===== src/rtl/sys_rst_seq_if.sv =====
`default_nettype none
// ============================================================================
// Module   : sys_rst_seq_if
// Brief    : Control/status bundle between software/watchdog logic and the
//            staged reset sequencer.
// Revision : 1.0 - initial release
// ============================================================================
interface sys_rst_seq_if #(
    parameter int N_STAGES = 4,
    parameter int WDT_W    = 24
);
    logic                sw_rst_req;
    logic                wdt_ena;
    logic                wdt_kick;
    logic [WDT_W-1:0]    wdt_period;
    logic [N_STAGES-1:0] rst_out;
    logic                ready;
    logic [1:0]          rst_cause;
    logic [7:0]          rst_count;

    modport master (
        output sw_rst_req, wdt_ena, wdt_kick, wdt_period,
        input  rst_out, ready, rst_cause, rst_count
    );

    modport slave (
        input  sw_rst_req, wdt_ena, wdt_kick, wdt_period,
        output rst_out, ready, rst_cause, rst_count
    );
endinterface
`default_nettype wire


===== src/rtl/sys_rst_seq.sv =====
`default_nettype none
// ============================================================================
// Module   : sys_rst_seq
// Brief    : Staged reset sequencer with watchdog; releases subsystem resets
//            in ascending order and re-sequences on SW request or WDT expiry.
// Revision : 1.0 - initial release
// ============================================================================
module sys_rst_seq #(
    parameter int N_STAGES  = 4,
    parameter int HOLD_CYC  = 16,
    parameter int STAGE_DLY = 8,
    parameter int WDT_W     = 24
) (
    input  wire logic    clk,
    input  wire logic    rst,
    sys_rst_seq_if.slave bus
);
    localparam int c_CNT_MAX = (HOLD_CYC > STAGE_DLY) ? HOLD_CYC : STAGE_DLY;
    localparam int c_CNT_W   = $clog2(c_CNT_MAX + 1);
    localparam int c_IDX_W   = (N_STAGES > 1) ? $clog2(N_STAGES) : 1;

    localparam logic [c_CNT_W-1:0] c_HOLD_LAST = c_CNT_W'(HOLD_CYC - 1);
    localparam logic [c_CNT_W-1:0] c_DLY_LAST  = c_CNT_W'(STAGE_DLY - 1);
    localparam logic [c_IDX_W-1:0] c_IDX_LAST  = c_IDX_W'(N_STAGES - 1);

    localparam logic [1:0] c_ST_ASSERT  = 2'd0;
    localparam logic [1:0] c_ST_RELEASE = 2'd1;
    localparam logic [1:0] c_ST_RUN     = 2'd2;

    localparam logic [1:0] c_CAUSE_POR = 2'd0;
    localparam logic [1:0] c_CAUSE_SW  = 2'd1;
    localparam logic [1:0] c_CAUSE_WDT = 2'd2;

    logic [1:0]          r_state;
    logic [c_CNT_W-1:0]  r_cnt;
    logic [c_IDX_W-1:0]  r_idx;
    logic [N_STAGES-1:0] r_rst_out;
    logic                r_ready;
    logic [1:0]          r_cause;
    logic [7:0]          r_count;
    logic [WDT_W-1:0]    r_wdt_cnt;

    logic                w_wdt_active;
    logic [WDT_W-1:0]    w_wdt_last;
    logic                w_expire;
    logic                w_trigger;

    // A kick in the would-be expiry cycle suppresses the expiry.
    assign w_wdt_active = (r_state == c_ST_RUN) && bus.wdt_ena && (bus.wdt_period != '0);
    assign w_wdt_last   = bus.wdt_period - WDT_W'(1);
    assign w_expire     = w_wdt_active && !bus.wdt_kick && (r_wdt_cnt == w_wdt_last);
    assign w_trigger    = bus.sw_rst_req || w_expire;

    always_ff @(posedge clk) begin
        if (rst) begin
            r_state   <= c_ST_ASSERT;
            r_cnt     <= '0;
            r_idx     <= '0;
            r_rst_out <= '1;
            r_ready   <= 1'b0;
            r_cause   <= c_CAUSE_POR;
            r_count   <= 8'd0;
            r_wdt_cnt <= '0;
        end else if (w_trigger) begin
            r_state   <= c_ST_ASSERT;
            r_cnt     <= '0;
            r_idx     <= '0;
            r_rst_out <= '1;
            r_ready   <= 1'b0;
            r_cause   <= bus.sw_rst_req ? c_CAUSE_SW : c_CAUSE_WDT;
            r_count   <= (r_count == 8'hFF) ? r_count : r_count + 8'd1;
            r_wdt_cnt <= '0;
        end else begin
            case (r_state)
                c_ST_ASSERT: begin
                    if (r_cnt == c_HOLD_LAST) begin
                        r_state <= c_ST_RELEASE;
                        r_cnt   <= '0;
                        r_idx   <= '0;
                    end else begin
                        r_cnt <= r_cnt + 1'b1;
                    end
                end
                c_ST_RELEASE: begin
                    if (r_cnt == c_DLY_LAST) begin
                        r_rst_out[r_idx] <= 1'b0;
                        r_cnt            <= '0;
                        if (r_idx == c_IDX_LAST) begin
                            r_state <= c_ST_RUN;
                            r_ready <= 1'b1;
                            r_idx   <= '0;
                        end else begin
                            r_idx <= r_idx + 1'b1;
                        end
                    end else begin
                        r_cnt <= r_cnt + 1'b1;
                    end
                end
                c_ST_RUN: begin
                    r_state <= c_ST_RUN;
                end
                default: begin
                    r_state   <= c_ST_ASSERT;
                    r_cnt     <= '0;
                    r_idx     <= '0;
                    r_rst_out <= '1;
                    r_ready   <= 1'b0;
                end
            endcase

            if (!w_wdt_active || bus.wdt_kick) begin
                r_wdt_cnt <= '0;
            end else begin
                r_wdt_cnt <= r_wdt_cnt + WDT_W'(1);
            end
        end
    end

    assign bus.rst_out   = r_rst_out;
    assign bus.ready     = r_ready;
    assign bus.rst_cause = r_cause;
    assign bus.rst_count = r_count;

endmodule
`default_nettype wire


===== src/flat_wrapper.sv =====
// flat-port wrapper written by rule: the top's interface ports become plain ports
module sys_rst_seq_flat 
#(
    parameter int N_STAGES  = 4,
    parameter int HOLD_CYC  = 16,
    parameter int STAGE_DLY = 8,
    parameter int WDT_W     = 24
)
  (clk, rst, bus_sw_rst_req, bus_wdt_ena, bus_wdt_kick, bus_wdt_period, bus_rst_out, bus_ready, bus_rst_cause, bus_rst_count);
  sys_rst_seq_if #(.N_STAGES(N_STAGES), .WDT_W(WDT_W)) bus_i ();
  input  wire logic clk;
  input  wire logic rst;
  input wire logic [$bits(bus_i.sw_rst_req)-1:0] bus_sw_rst_req;
  input wire logic [$bits(bus_i.wdt_ena)-1:0] bus_wdt_ena;
  input wire logic [$bits(bus_i.wdt_kick)-1:0] bus_wdt_kick;
  input wire logic [$bits(bus_i.wdt_period)-1:0] bus_wdt_period;
  output wire logic [$bits(bus_i.rst_out)-1:0] bus_rst_out;
  output wire logic [$bits(bus_i.ready)-1:0] bus_ready;
  output wire logic [$bits(bus_i.rst_cause)-1:0] bus_rst_cause;
  output wire logic [$bits(bus_i.rst_count)-1:0] bus_rst_count;
  assign bus_i.sw_rst_req = bus_sw_rst_req;
  assign bus_i.wdt_ena = bus_wdt_ena;
  assign bus_i.wdt_kick = bus_wdt_kick;
  assign bus_i.wdt_period = bus_wdt_period;
  assign bus_rst_out = bus_i.rst_out;
  assign bus_ready = bus_i.ready;
  assign bus_rst_cause = bus_i.rst_cause;
  assign bus_rst_count = bus_i.rst_count;
  sys_rst_seq #(.N_STAGES(N_STAGES), .HOLD_CYC(HOLD_CYC), .STAGE_DLY(STAGE_DLY), .WDT_W(WDT_W)) u_core (.clk(clk), .rst(rst), .bus(bus_i));
endmodule

===== config.mk =====
export PLATFORM = sky130hd
export DESIGN_NAME = sys_rst_seq_flat
export DESIGN_NICKNAME = d
export VERILOG_FILES = /design/src/rtl/sys_rst_seq_if.sv /design/src/rtl/sys_rst_seq.sv /design/src/flat_wrapper.sv
export SDC_FILE = /design/constraint.sdc
export NUM_CORES = 1
export LEC_CHECK = 0
export BUFFER_PORTS_ARGS = -buffer_cell sky130_fd_sc_hd__buf_2
export CAP_MARGIN = 20
export CELL_PAD_IN_SITES_DETAIL_PLACEMENT = 0
export CELL_PAD_IN_SITES_GLOBAL_PLACEMENT = 2
export CORE_MARGIN = 2
export CORE_UTILIZATION = 30
export DETAILED_ROUTE_END_ITERATION = 16
export PLACE_DENSITY = 0.86
export SLEW_MARGIN = 20
export SYNTH_ARGS = -nofsm -noshare
export SYNTH_HDL_FRONTEND = slang
export SYNTH_SLANG_ARGS = --single-unit

===== constraint.sdc =====
create_clock -name clk -period 2.9 [get_ports clk]
set_input_delay 0.29 -clock clk [delete_from_list [all_inputs] [get_ports clk]]
set_output_delay 0.29 -clock clk [all_outputs]
set_load 0.05 [all_outputs]

[After elaboration in Yosys (flattened, before gate mapping)]
Cells that the tools add are included.
Word-level totals
  word-level logic and storage cells: 68
  flip-flop bits (word level): 48
  output and inout bits: 15
  input port bits: 29
Operators by class
  $lt $le $gt $ge: 2
  mux-type cells: 19
  $add $sub $neg: 5
  equality and inequality tests: 10
  reductions and logical operators: 19
  bitwise operators: 5
Operators with widths (number)
  adder 24 x 1 -> 24 bit, second input constant: 1
  == test 24 bit: 1
  nonzero test 24 bit: 1
  subtractor 24 x 1 -> 24 bit, second input constant: 1
  case mux 5 bit (3 select lines): 1
  two-way mux 2 bit: 7
  case mux 2 bit (3 select lines): 2
  two-way mux 5 bit: 2
  AND reduction 3 bit: 3
  adder 8 x 1 -> 8 bit, second input constant: 1
  == test 8 bit, second input constant: 1
  case mux 4 bit (2 select lines): 1
  inequality test 2 x 1 -> 1 bit, second input constant: 3
  adder 5 x 1 -> 5 bit, second input constant: 1
  == test 5 x 3 -> 1 bit, second input constant: 1
  == test 5 x 4 -> 1 bit, second input constant: 1
  logical AND 1 bit: 5
  bitwise AND 4 bit: 1
  == test 2 bit, second input constant: 2
  two-way mux 4 bit: 1
  inverter 4 bit: 1
  AND reduction 2 bit: 2
  OR reduction 2 bit: 2
  less-than comparator 2 x 3 -> 1 bit, second input constant: 1
  other kinds (11): 17

[Longest topological paths before layout]
Gate-level depths: netlist of run 1.
  depth after elaboration: 8
  gate-level depth with buffers: 12
  mapped depth without buffers: 10

[Worst setup path after synthesis of run 1]
Ideal clock, no wire load.
  path type: input-to-reg
  from: input port bus_wdt_period[0]
  to: register u_core.r_count[6] (netlist: u_core.bus.rst_count[6])
  data required time: 2.777 ns
  arrival time: 2.678 ns
  slack: 0.099 ns
  stages on the path: 12
  path through: inv_1 ha_1 or4b_1 buf_2 o21ai_2 a21oi_1 o31a_1 nor4_2 a41oi_1 buf_2 nor3_1 mux2_1
Between the ends
  cells in the longest elaborated chain, start to end: 6
  elaborated cells between the ends (all ways): 8
  those cells by class: 1 x add/sub; 1 x eq/ne; 6 x reduce/logical
Ends and longest elaborated chain
  start: declaration: RTL line flat_wrapper.sv:16  | input wire logic [$bits(bus_i.wdt_period)-1:0] bus_wdt_period;
  parallel branches: the longest is 3 deep, another holds subtractor 24 x 1 -> 24 bit
  logical AND 1 bit (*): RTL line sys_rst_seq.sv:51  | assign w_expire = w_wdt_active && !bus.wdt_kick && (r_wdt_cnt == w_wdt_last);
  logical OR 1 bit (*): RTL line sys_rst_seq.sv:52  | assign w_trigger = bus.sw_rst_req || w_expire;
  AND reduction 2 bit (no source line) (*)
  end signal: assignment: RTL line sys_rst_seq.sv:71  | r_count <= (r_count == 8'hFF) ? r_count : r_count + 8'd1;
  end: declaration: RTL line sys_rst_seq.sv:40  | logic [7:0] r_count;
Mark *: on every way between the ends.
A chain may end at the register's enable or synchronous reset.

[Final worst setup path of run 1]
  from: input port bus_wdt_period[1]
  to: register u_core.r_count[7] (netlist: u_core.bus.rst_count[7])
Same word-level chain as after synthesis.

==> results of run 1 <==
[routing by layer]
layer	up-vias	GRT usage, %	wire length [um]
met5	-	0	0
met3	8	2.04	281
met2	52	22.0	3550
li1	1525	-	-
met4	0	4.70	111
met1	1383	18.1	3610
[area by class of cell]
type	instances	area, um^2
Sequential cell	48	961
Clock buffer	6	82.6
Inverter	16	60.1
Tap cell	136	170
Multi-Input combinational cell	314	2060
Clock inverter	2	13.8
Fill cell	1087	6290
Timing Repair Buffer	76	500
[registers in the layout, summed over array words and instances, names as in the netlist]
| signal | count |
|---|---|
| u_core.r_wdt_cnt | 24 |
| u_core.bus.rst_count | 8 |
| u_core.r_cnt | 5 |
| u_core.bus.rst_out | 4 |
| u_core.bus.rst_cause | 2 |
| u_core.r_idx | 2 |
| u_core.r_state | 2 |
| u_core.bus.ready | 1 |
[worst min-delay path: cells and delay by family]
family	cells	cell delay, ns
AND/OR/NAND/NOR	1	0.08
buffers and inverters	1	0.12
AO/OA/AOI/OAI	1	0.04
[cells by family (layout without fill, tap and decap cells)]
group / Yosys count / after routing / synth area share (%)
muxes: 6 / 6 / 2.06
AOI/OAI and AO/OA: 62 / 62 / 13.0
buffers and inverters: 25 / 100 / 3.24
xor gates and xnor gates: 47 / 47 / 13.3
DFF: 48 / 48 / 31.1
and+or+nand+nor: 185 / 185 / 31.6
adders and majority gates: 14 / 14 / 5.67
[power by group through the flow]
stage / Clock (uW) / Combinational, uW / Sequential [uW]
finish: 422 / 167 / 670
global route: 469 / 182 / 672
CTS: 447 / 163 / 670
detailed placement: 0 / 162 / 686
global placement: 0 / 161 / 685
floorplan: 0 / 70.8 / 697
[timing repair]
item,in CTS,in global routing
resized for setup,0,8
buffers inserted,0,3
setup endpoints to repair,0,8
[per-stage QoR]
step	utilization [%]	area [um^2]	setup TNS, ns
finish	37.9	3840	0
global route	37.9	3840	-0.00500
CTS	37.4	3790	0
detailed placement	36.4	3690	-1.07
global placement	36.4	3690	-0.540
floorplan	-	3090	0
[synthesized netlist by cell type, types with 4 or more instances]
cell type   n
nor4_1      4
xor2_1     15
nor2b_1     4
a211o_1     4
o21ai_0    14
nand4_1    11
a211oi_1    4
nand2_1    24
nor2_1     59
nand3_1    19
clkbuf_1    4
xnor2_1    32
nand2b_1    4
and3_1     12
nor3_1     14
or3_1      10
ha_1       14
dfxtp_1    48
a21oi_1    19
inv_1      16
buf_2       5
[path summary, 6_finish.rpt]
kind | start | end | cells after the start
hold / removal | bus_sw_rst_req | u_core.bus.rst_cause[0]$_SDFFE_PP0P_ | 3
setup reg to reg | u_core.r_wdt_cnt[15]$_SDFF_PP0_ | u_core.bus.rst_count[7]$_SDFFE_PP0P_ | 10
hold reg to reg | u_core.bus.rst_out[1]$_SDFFE_PP1P_ | u_core.bus.rst_out[1]$_SDFFE_PP1P_ | 1
setup / recovery | bus_wdt_period[1] | u_core.bus.rst_count[7]$_SDFFE_PP0P_ | 13
==> flow_summary.toml, run 1 <==
[placed_design]
numPortBuffers = 43
place_hpwl_um = 5940
gp_congestion = 0.849
place_inst = 588
dpl_worst_slack_ns = -0.214

[detailed_routing]
wirelength_um = 7550
drc_errors = 0
ant_nets = 0
num_vias = 2968
via_per_inst = 4.96
avgRoutedWirePerCell_um = 12.6
drtIter0Drc = 76
firstDrtPassIters = 4

[timing]
report.final.slew_viol_count = 0
whs_ns = 0.261
setup_slack_ns = 0.120
finalCriticalPeriod_ns = 2.78
relSlewSlack_pct = 61.0
period_share_pct = 95.9
setup_viol = 0
fmax_mhz = 360
finalClockSkew_ns = 0.0161
tightest_slew_ns = 0.584
hold_viol = 0

[final_layout]
instances_no_fill = 598
final_common_cell = "nor2_1"
final_nets = 504
final_cell_mix = "nor2_1, dfxtp_1, buf_2, xnor2_1, buf_4"
antenna_cells = 0
drive_above_1_share_pct = 21.9
syn_to_final_growth_pct = 24.4

[worst_setup_path]
crit_buf_inv = 5
cp_max_fo = 8
startpoint_type = "primary input"
endpoint_kind = "register"
path_class = "in2reg"
ff2ff_setup_slack_ns = 0.15
cp_data_arrival_time_ns = 3.03
crit_chain = "buf_2 -> inv_1 -> ha_2 -> or4b_4 -> buf_12 -> nor4_2 -> o21ai_1 -> nor4_2 -> buf_4 -> a41oi_1 -> buf_4 -> or4_1 -> a21oi_2"
path_delay_family = "simple AND/OR/NAND/NOR gates"
required_ns = 3.15
slowest_stage = "or4_1"
max_stage_delay_ns = 0.52

[pwr]
p_comb_share_pct = 13.2
p_sw_share_pct = 25.9
p_leak_uw = 0.00141
power.share.clock_pct = 33.6
power.internal_uw = 933
pwr_density_cell_nw_per_um2 = 328
seqPwrFrac_pct = 53.2
total_power_uw = 1260
irDropWorstVdd_v = 0.000214
p_sw_uw = 326

[outcome]
status = "finished clean"

[hold_path]
hold_class = "in2reg"

[synthesis]
syn_inst = 387
synth_area_leader_cell = "dfxtp_1"
yosysWarnings = 0
yosys-top-cells-area = "dfxtp_1, xnor2_1, nor2_1"
async_flop_share_pct = 0
synth_top_area_share_pct = 31.1
yosys.cell_types.count = 57
synth_area_um2 = 3090
avgSynthCellArea_um2 = 7.99
synth_edf_count = 0
synth-seq-cells = 48
ys.flop_type = "dfxtp_1"
ys_seq_area_share_pct = 31.1
synth_fp_nets = 430

[cts]
hold_buffers = 0
htreeDepth = 2
clk_path_buf_depth = 2
clk_pin_slew_ns = 0.10
clock_latency_ns = 0.31
cts_buffers = 5
cts-root-buf = "clkbuf_8"
cts_tree = "done"
cts.sinks = 48

[global_route]
grt_pass1_vias = 2675
antenna_found_initial = 0
grt_usage_pct = 13.5
grt_overflow_total = 0
grt_first_pass_wirelength_um = 12400
grt_max_degree = 20

[run]
cap_viol_max_count = 0

[floorplanning]
die_height_um = 105
num_rows = 37
initial_utilization_pct = 30.5
fp.coreArea_um2 = 10100
die_area_um2 = 11100
die_w_um = 105
pin_count = 44
Power figures use the tool's default switching activity.
==> run 2: changes to the inputs <==
--- a/config.mk
+++ b/config.mk
@@ -11,6 +11,7 @@
 export CELL_PAD_IN_SITES_GLOBAL_PLACEMENT = 2
 export CORE_MARGIN = 2
 export CORE_UTILIZATION = 30
+export CTS_CLUSTER_DIAMETER = 200
 export DETAILED_ROUTE_END_ITERATION = 16
 export PLACE_DENSITY = 0.86
 export SLEW_MARGIN = 20
==> constraint.sdc (replaced) <==
create_clock -name clk -period 2.9 [get_ports clk]
set_input_delay 0.58 -clock clk [delete_from_list [all_inputs] [get_ports clk]]
set_output_delay 0.58 -clock clk [all_outputs]
set_load 0.05 [all_outputs]
==> run 2 against run 1 <==
The run now ends with negative setup slack left. Die area unchanged. Maximum frequency down 7.5%. Utilization up 3.3 points. Register-to-register slack better by 0.09 ns. Flip-flop and latch count unchanged. Non-clock buffer count up 27. Highest routed layer unchanged. Largest cell class unchanged. Sequential power about the same. Final cell count up 4.5%. Combinational power up 20%. Setup slack worse by 0.22 ns. Routed wire length up 3.4%. First-iteration DRC count up 91%. Critical path type unchanged.
==> flow_summary.toml, run 2 (same netlist as run 1, synthesis figures left out) <==
[timing]
tns_ns = -0.232
finalClockSkew_ns = 0.0101
report.final.slew_viol_count = 0
fmax_mhz = 333
tightest_slew_ns = 0.558
rsz0062_at_grt = "yes"
relSlewSlack_pct = 62.5
setup_slack_ns = -0.105
finalCriticalPeriod_ns = 3.01
setup_viol = 4
period_share_pct = 104
hold_viol = 0

[placed_design]
gp_congestion = 0.867
place_hpwl_um = 6080
numPortBuffers = 43

[final_layout]
final_nets = 531
final_common_cell = "nor2_1"
syn_to_final_growth_pct = 35.1
drive_above_1_share_pct = 27.2
regMostFlops = "u_core.r_wdt_cnt"
largest_register_ffs = 24
final_cell_mix = "nor2_1, buf_4, dfxtp_1, buf_2, xnor2_1"
seqCellArea_um2 = 961
multi_input_area_um2 = 2110
antenna_cells = 0
fillers = 1007

[worst_setup_path]
endpoint_kind = "register"
cp_data_arrival_time_ns = 3.23
slowest_stage = "or4b_4"
max_stage_delay_ns = 0.51
crit_chain = "buf_6 -> inv_4 -> ha_4 -> or4b_4 -> o21ai_2 -> a21oi_1 -> o31a_1 -> nor4_4 -> a41oi_2 -> buf_6 -> or4_4 -> a21oi_1"
path_class = "in2reg"
cp_max_fo = 7
startpoint_type = "primary input"
ff2ff_setup_slack_ns = 0.24
required_ns = 3.12

[detailed_routing]
drtIter0Drc = 145
via_per_inst = 4.88
wirelength_um = 7800
firstDrtPassIters = 4
num_vias = 3048
ant_nets = 0
drc_errors = 0
avgRoutedWirePerCell_um = 12.5

[global_route]
grt_max_degree = 24
grt_first_pass_wirelength_um = 12800
antenna_found_initial = 0
grt_pass1_vias = 2837
grt_overflow_total = 0
grt_usage_pct = 13.8

[hold_path]
hold_class = "reg2reg"

[run]
cap_viol_max_count = 0

[floorplanning]
die_height_um = 105
initial_utilization_pct = 30.5
num_rows = 37
fp.coreArea_um2 = 10100
pin_count = 44
die_area_um2 = 11100
die_w_um = 105

[pwr]
p_leak_uw = 0.00158
irDropWorstVdd_v = 0.000231
total_power_uw = 1440
pwr_density_cell_nw_per_um2 = 346

[cts]
cts.sinks = 48
clk_pin_slew_ns = 0.10
cts-root-buf = "clkbuf_8"
cts_tree = "done"
htreeDepth = 2
clk_path_buf_depth = 2
cts_buffers = 5
clock_latency_ns = 0.29

[outcome]
violations = "negative setup slack"
status = "finished, violations left"
[run 2: cell count changes in the layout (fill, tap and decap cells not counted), sizes merged]
cell    before  now
buf         76  103
clkbuf       6    5
bufinv       0    2
inv         17   16
[run 2: where the power goes]
group	switching, uW	internal (uW)	total, uW
Combinational	102	98.5	201
Sequential	6.84	664	671
Clock	225	347	572
Total	334	1110	1440
[run 2: final timing paths]
check / endpoint / from / depth (start not counted)
worst max-delay path: u_core.bus.rst_count[7]$_SDFFE_PP0P_ / bus_wdt_period[0] / 12
worst min-delay path: u_core.bus.rst_cause[1]$_SDFFE_PP0P_ / u_core.bus.rst_cause[1]$_SDFFE_PP0P_ / 2
worst max register to register: u_core.bus.rst_count[7]$_SDFFE_PP0P_ / u_core.r_wdt_cnt[4]$_SDFF_PP0_ / 9
worst min register to register: u_core.bus.rst_cause[1]$_SDFFE_PP0P_ / u_core.bus.rst_cause[1]$_SDFFE_PP0P_ / 2
[run 2: cell type report]
| class | instances | share of cell area (%) |
|---|---|---|
| tap | 136 | 4.08 |
| sequential | 48 | 23.0 |
| timing repair buffer | 103 | 17.5 |
| clock inverter | 3 | 1.65 |
| clock buffer | 5 | 1.65 |
| multi-input combinational | 314 | 50.5 |
| inverter | 16 | 1.62 |
[run 2: per-layer routing]
layer | share of wire (%) | up-vias | global-route usage, %
met3 | 3.3 | 4 | 1.92
met4 | 0.81 | 0 | 3.01
met1 | 48 | 1419 | 18.0
li1 | - | 1580 | -
met2 | 48 | 45 | 24.1
met5 | 0 | - | 0
[run 2: worst max-delay path, delay by kind of cell]
family | cells | cell delay, ns
AND/OR/NAND/NOR | 3 | 1.34
AO/OA/AOI/OAI | 5 | 0.88
buffers and inverters | 3 | 0.32
adder cells (fa/ha/maj) | 1 | 0.12
[run 2: timing repair]
item / CTS / global route
setup endpoints to repair: 5 / 11
hold buffers: 0 / 0
resized for setup: 11 / 13
setup buffers: 3 / 4
pin swaps: 9 / 8
[run 2: through the flow]
step	util (%)	setup WS [ns]	instances	hold WS [ns]	cell area [um^2]
finish	41.2	-0.105	625	0.471	4170
global route	41.2	-0.168	625	0.504	4170
CTS	40.4	-0.0634	621	0.480	4100
detailed placement	38.4	-0.423	611	0.457	3890
global placement	38.4	-0.448	611	0.446	3890
floorplan	-	0.00368	387	0.452	3130
